## config.mk

```make
export PLATFORM = sky130hd
export DESIGN_NAME = mem_port_arbiter
export DESIGN_NICKNAME = d
export VERILOG_FILES = /design/src/rtl/spi_mem_pkg.sv /design/src/rtl/rd_return_pipe.sv /design/src/rtl/mem_port_arbiter.sv
export SDC_FILE = /design/constraint.sdc
export NUM_CORES = 1
export LEC_CHECK = 0
export CORE_ASPECT_RATIO = 1.75
export CORE_MARGIN = 4
export CORE_UTILIZATION = 45
export DETAILED_ROUTE_END_ITERATION = 6
export GPL_TIMING_DRIVEN = 0
export HOLD_SLACK_MARGIN = 0.03
export PLACE_DENSITY = 0.94
export RECOVER_POWER = 25
export SLEW_MARGIN = 20
export SYNTH_ARGS = -nofsm -noshare
export SYNTH_HDL_FRONTEND = slang
export SYNTH_HIERARCHICAL = 1
export SYNTH_SLANG_ARGS = --single-unit
export TNS_END_PERCENT = 100
```

## constraint.sdc

```tcl
create_clock -name clk -period 4.7 [get_ports clk]
set_input_delay 1.41 -clock clk [delete_from_list [all_inputs] [get_ports clk]]
set_output_delay 1.41 -clock clk [all_outputs]
set_load 0.02 [all_outputs]
```

## src/rtl/spi_mem_pkg.sv

```systemverilog
// rtl/spi_mem_pkg.sv - shared types and defaults for the parameter/meter RAM arbiter
package spi_mem_pkg;

   localparam int WORD_WIDTH_DEF = 36;
   localparam int ADDR_WIDTH_DEF = 10;

   typedef enum logic {OWN_DSP, OWN_HOST} owner_e;

   typedef struct packed {
      logic   valid;
      owner_e owner;
   } rd_tag_t;

endpackage

```

## src/rtl/rd_return_pipe.sv

```systemverilog
// rtl/rd_return_pipe.sv - owner tag delay line matching the RAM read latency
module rd_return_pipe
   import spi_mem_pkg::*;
#(
   parameter int RD_LATENCY = 1
) (
   input  logic    clk,
   input  logic    reset_n,
   input  rd_tag_t in_tag,
   output rd_tag_t out_tag
);

   rd_tag_t stage [RD_LATENCY];

   // Shift tags one stage per cycle; reset discards every read still in flight
   always_ff @(posedge clk or negedge reset_n) begin
      if (!reset_n) begin
         for (int i = 0; i < RD_LATENCY; i++) begin
            stage[i] <= '{valid: 1'b0, owner: OWN_DSP};
         end
      end else begin
         stage[0] <= in_tag;
         for (int i = 1; i < RD_LATENCY; i++) begin
            stage[i] <= stage[i-1];
         end
      end
   end

   assign out_tag = stage[RD_LATENCY-1];

endmodule

```

## src/rtl/mem_port_arbiter.sv

```systemverilog
// rtl/mem_port_arbiter.sv - host/DSP arbiter in front of the single-port parameter/meter RAM
module mem_port_arbiter
   import spi_mem_pkg::*;
#(
   parameter int WORD_WIDTH   = WORD_WIDTH_DEF,
   parameter int ADDR_WIDTH   = ADDR_WIDTH_DEF,
   parameter int RD_LATENCY   = 1,
   parameter int STARVE_LIMIT = 4
) (
   input  logic                  clk,
   input  logic                  reset_n,
   input  logic                  host_req,
   input  logic                  host_we,
   input  logic [ADDR_WIDTH-1:0] host_addr,
   input  logic [WORD_WIDTH-1:0] host_wdata,
   output logic                  host_gnt,
   output logic                  host_rvalid,
   output logic [WORD_WIDTH-1:0] host_rdata,
   input  logic                  dsp_req,
   input  logic                  dsp_we,
   input  logic [ADDR_WIDTH-1:0] dsp_addr,
   input  logic [WORD_WIDTH-1:0] dsp_wdata,
   output logic                  dsp_gnt,
   output logic                  dsp_rvalid,
   output logic [WORD_WIDTH-1:0] dsp_rdata,
   output logic [ADDR_WIDTH-1:0] ram_addr,
   output logic [WORD_WIDTH-1:0] ram_wdata,
   output logic                  ram_we,
   input  logic [WORD_WIDTH-1:0] ram_rdata
);

   localparam int CNT_W = $clog2(STARVE_LIMIT + 1);
   localparam logic [CNT_W-1:0] CNT_MAX = CNT_W'(STARVE_LIMIT);

   logic [CNT_W-1:0]      starve_cnt;
   logic                  host_forced;
   logic [ADDR_WIDTH-1:0] addr_q;
   logic [WORD_WIDTH-1:0] wdata_q;
   logic [WORD_WIDTH-1:0] host_rdata_q;
   logic [WORD_WIDTH-1:0] dsp_rdata_q;
   rd_tag_t               push_tag;
   rd_tag_t               ret_tag;

   assign host_forced = host_req && dsp_req && (starve_cnt == CNT_MAX);

   // DSP wins contention unless the host has waited out the starvation limit; nothing granted in reset
   always_comb begin
      dsp_gnt  = reset_n && dsp_req && !host_forced;
      host_gnt = reset_n && host_req && (!dsp_req || host_forced);
   end

   // Steer the granted requester onto the RAM; idle cycles keep the last address/data
   always_comb begin
      ram_addr  = addr_q;
      ram_wdata = wdata_q;
      ram_we    = 1'b0;
      if (dsp_gnt) begin
         ram_addr  = dsp_addr;
         ram_wdata = dsp_wdata;
         ram_we    = dsp_we;
      end else if (host_gnt) begin
         ram_addr  = host_addr;
         ram_wdata = host_wdata;
         ram_we    = host_we;
      end
   end

   // Remember the last driven address/data so idle cycles do not toggle the RAM bus
   always_ff @(posedge clk or negedge reset_n) begin
      if (!reset_n) begin
         addr_q  <= '0;
         wdata_q <= '0;
      end else if (dsp_gnt || host_gnt) begin
         addr_q  <= ram_addr;
         wdata_q <= ram_wdata;
      end
   end

   // Count DSP grants taken while the host waits; saturates so the host is forced next
   always_ff @(posedge clk or negedge reset_n) begin
      if (!reset_n) begin
         starve_cnt <= '0;
      end else if (host_gnt || !host_req) begin
         starve_cnt <= '0;
      end else if (dsp_gnt && (starve_cnt != CNT_MAX)) begin
         starve_cnt <= starve_cnt + 1'b1;
      end
   end

   // Only reads carry a valid tag; writes produce nothing on the return side
   always_comb begin
      push_tag.valid = (dsp_gnt && !dsp_we) || (host_gnt && !host_we);
      push_tag.owner = host_gnt ? OWN_HOST : OWN_DSP;
   end

   rd_return_pipe #(
      .RD_LATENCY (RD_LATENCY)
   ) u_rd_return_pipe (
      .clk     (clk),
      .reset_n (reset_n),
      .in_tag  (push_tag),
      .out_tag (ret_tag)
   );

   assign host_rvalid = ret_tag.valid && (ret_tag.owner == OWN_HOST);
   assign dsp_rvalid  = ret_tag.valid && (ret_tag.owner == OWN_DSP);
   assign host_rdata  = host_rvalid ? ram_rdata : host_rdata_q;
   assign dsp_rdata   = dsp_rvalid ? ram_rdata : dsp_rdata_q;

   // Hold each requester's last returned word while the other side is being served
   always_ff @(posedge clk or negedge reset_n) begin
      if (!reset_n) begin
         host_rdata_q <= '0;
         dsp_rdata_q  <= '0;
      end else begin
         if (host_rvalid) host_rdata_q <= ram_rdata;
         if (dsp_rvalid)  dsp_rdata_q  <= ram_rdata;
      end
   end

endmodule

```

==> impl_metrics.yaml <==
status:
  status: "finished with violations"
  violations: "capacitance limit, slew limit"
die:
  dieHeight_um: 153.6
  start_util_pct: 46.52
  io_pins: 257
  design.die.area_um2: 14000
  core_um2: 11710
  row_count: 52
  die_w_um: 91.17
global_routing:
  grt_pass1_wl_um: 28490
  grt_pass1_vias: 5345
  antenna_found_initial: 1
  grt_use_total_pct: 26.26
  grt_overflow: 0
  grt_max_degree: 85
drt:
  firstDrtPassIters: 5
  dr.first_iter.drc_count: 227
  route.detailed.drc: 0
  vias: 4822
  wl_per_cell_um: 22.96
  ant_nets: 0
  via_per_inst: 5.873
  drt_wl_total_um: 18850
critical_path:
  cp_max_fo: 10
  r2r_end: "wdata_q[31]$_DFFE_PN0P_"
  end_kind: "output port"
  max_stage_delay_ns: 0.35
  crit_type: "in2out"
  cp_slowest_cell: "dlygate4sd2_1"
  startpoint_type: "input pin"
  worstPathArrival_ns: 3.22
  worst-endpoint-required_ns: 3.29
  ff2ff_path_depth: 6
  critPathBufInv: 4
  r2r-start: "starve_cnt[0]$_DFFE_PN0P_"
  cp_top_family: "buffers and inverters"
  path_cells: "clkdlybuf4s15_1 -> o21ai_4 -> buf_4 -> clkbuf_1 -> and2_1 -> a221o_1 -> dlygate4sd2_1"
  r2r_setup_slack_ns: 2.72
placement:
  dpl.hpwl_um: 13590
  globalplace.congestion: 0.8346
  placed_cell_area_um2: 8208
  numPortBuffers: 256
layout:
  stdcell_area_um2: 8876
  area_growth_pct: 62.93
  drive_gt1_share_pct: 19.68
  n_antenna_cell: 0
  nets: 809
power_and_ir_drop:
  p_total_mw: 3.953
  p_leak_nw: 3.847
  powerDensity_nw_per_um2: 445.3
  ir_drop_mv: 0.2769
min_path:
  whs_path_depth: 1
  min_to: "host_rdata_q[32]$_DFF_PN0_"
  hold_class: "reg2reg"
  min_from: "host_rdata_q[32]$_DFF_PN0_"
timing:
  hold_violations: 0
  drv_slew: 91
  fin_crit_ns: 4.628
  max_freq_ghz: 0.2161
  tightestPinTransition_ns: 2.507
  finalSetupViolCount: 0
  rsz0062_at_grt: "true"
  slew_headroom_pct: -67.13
  skew_ns: 0.01028
  timing.final.crit_share_pct: 98.48
synth:
  ys.warnings.count: 6
  synthesis.nets: 528
  synthCells: 392
  netlist_area_um2: 5448
  synth.distinct_cells: 22
  syn_area_per_cell_um2: 13.90
  ys_seq_elements: 123
  synth-seq-area-share_pct: 56.50
cts:
  clkSinkCount: 123
  postCtsHoldBufs: 0
  cts_buffer_depth: 2
  numCtsBuffers: 17
  clkTransAtPathRegs_ns: 0.05
  clk_latency_ns: 0.41
  cts_tree: "yes"
  h-tree-depth: 4
  cts-root-buf: "clkbuf_16"
job:
  drv_cap: 2
## routing by layer
metal	track usage [%]	up-vias	part of all wire [%]	wire length [µm]
met5	0	-	0.064	12
met4	11.37	2	3.3	618
met3	6.406	43	6.3	1183
met2	50.39	260	56	10520
met1	26.24	2416	35	6518
li1	-	2101	-	-
## cell type report
cell class / instances / area (µm²)
clock inverters: 10 / 162.7
multi-input cells: 232 / 2208
well taps: 135 / 168.9
fillers: 735 / 2835
flip-flops and latches: 123 / 3078
repair buffers: 262 / 2562
plain buffers: 31 / 198.9
clock buffers: 22 / 474.2
inverters: 6 / 22.52
## stage by stage
stage	hold slack [ns]	setup WS, ns	utilization [%]	cells	TNS, ns
after floorplan	0.5314	0.6969	-	392	0
after global placement	0.4773	-5.527	69.84	783	-729.15
after detailed placement	0.4850	-0.6786	70.09	784	-28.20
after CTS	0.4973	0.01675	75.73	817	0
after global routing	0.5115	-0.05092	75.79	821	-0.05092
final	0.4959	0.07166	75.79	821	0
## cells in the mapped netlist
library cell / instances / area share (%)
o21ai_1: 1 / 0.092
nand3_1: 2 / 0.18
clkbuf_1: 12 / 0.83
buf_6: 5 / 1.0
nand4b_1: 1 / 0.16
a21boi_2: 1 / 0.21
buf_4: 1 / 0.14
mux2_2: 72 / 15
ha_1: 2 / 0.46
dfrtp_1: 123 / 56
o21ai_0: 1 / 0.092
nor2b_1: 1 / 0.11
nor3b_1: 1 / 0.14
a221o_1: 92 / 17
inv_1: 6 / 0.41
a31oi_2: 1 / 0.23
buf_2: 13 / 1.2
nor2_1: 1 / 0.069
nand2_1: 5 / 0.34
and2_1: 46 / 5.3
a22o_1: 2 / 0.32
a21boi_0: 3 / 0.41
## cell families after synthesis
kind of cell / after synthesis / synth area share [%]
AO/OA/AOI/OAI: 101 / 18.26
flip-flops: 123 / 56.50
adder cells (fa/ha/maj): 2 / 0.4593
buffers and inverters: 37 / 3.606
AND/OR/NAND/NOR: 57 / 6.293
multiplexers: 72 / 14.88
## placed cells by master, fill, tap and decap left out, types with 3 or more instances in the layout
cell type	count
a21boi_0	3
a221o_1	92
and2_1	46
buf_2	8
buf_4	10
buf_6	5
bufinv_16	4
clkbuf_1	12
clkbuf_16	17
clkbuf_4	3
clkbuf_8	3
clkdlybuf4s50_1	210
dfrtp_1	123
dlygate4sd2_1	42
inv_1	6
mux2_2	72
nand2_1	5
## worst max path at each step
stage | startpoint | slack, ns | endpoint | cells past startpoint
after CTS | host_req | 0.02 | ram_wdata[30] | 6
after detailed placement | host_req | -0.68 | ram_wdata[31] | 6
after floorplan | dsp_req | 0.70 | ram_wdata[28] | 4
final | host_req | 0.07 | ram_wdata[2] | 7
after global placement | reset_n | -5.53 | ram_wdata[31] | 6
after global routing | host_req | -0.05 | ram_wdata[2] | 7
## where the power goes
part / switching [mW] / internal [mW] / total (mW)
clock network: 0.467 / 0.931 / 1.40
registers: 0.0563 / 1.26 / 1.31
logic: 0.615 / 0.626 / 1.24
total: 1.14 / 2.81 / 3.95
## worst register-to-register path: stages, from the launching register on
cell      delay (ns)
dfrtp_1         0.40
inv_1           0.09
ha_1            0.32
a21boi_4        0.12
nor2_4          0.20
clkbuf_1        0.52
a221o_1         0.27
## registers in the layout, summed over array words and instances (netlist names)
name                      flops
dsp_rdata_q                  36
host_rdata_q                 36
u_rd_return_pipe/out_tag      2
starve_cnt                    3
wdata_q                      36
addr_q                       10
## what timing repair did
action,4_1_cts,5_1_grt
gates resized for setup,64,5
hold endpoints to repair,0,0
pin swaps,1,1
endpoints found under the setup margin,49,5
buffers inserted,1,3
gates cloned,0,1
Power figures use the tool's default switching activity.
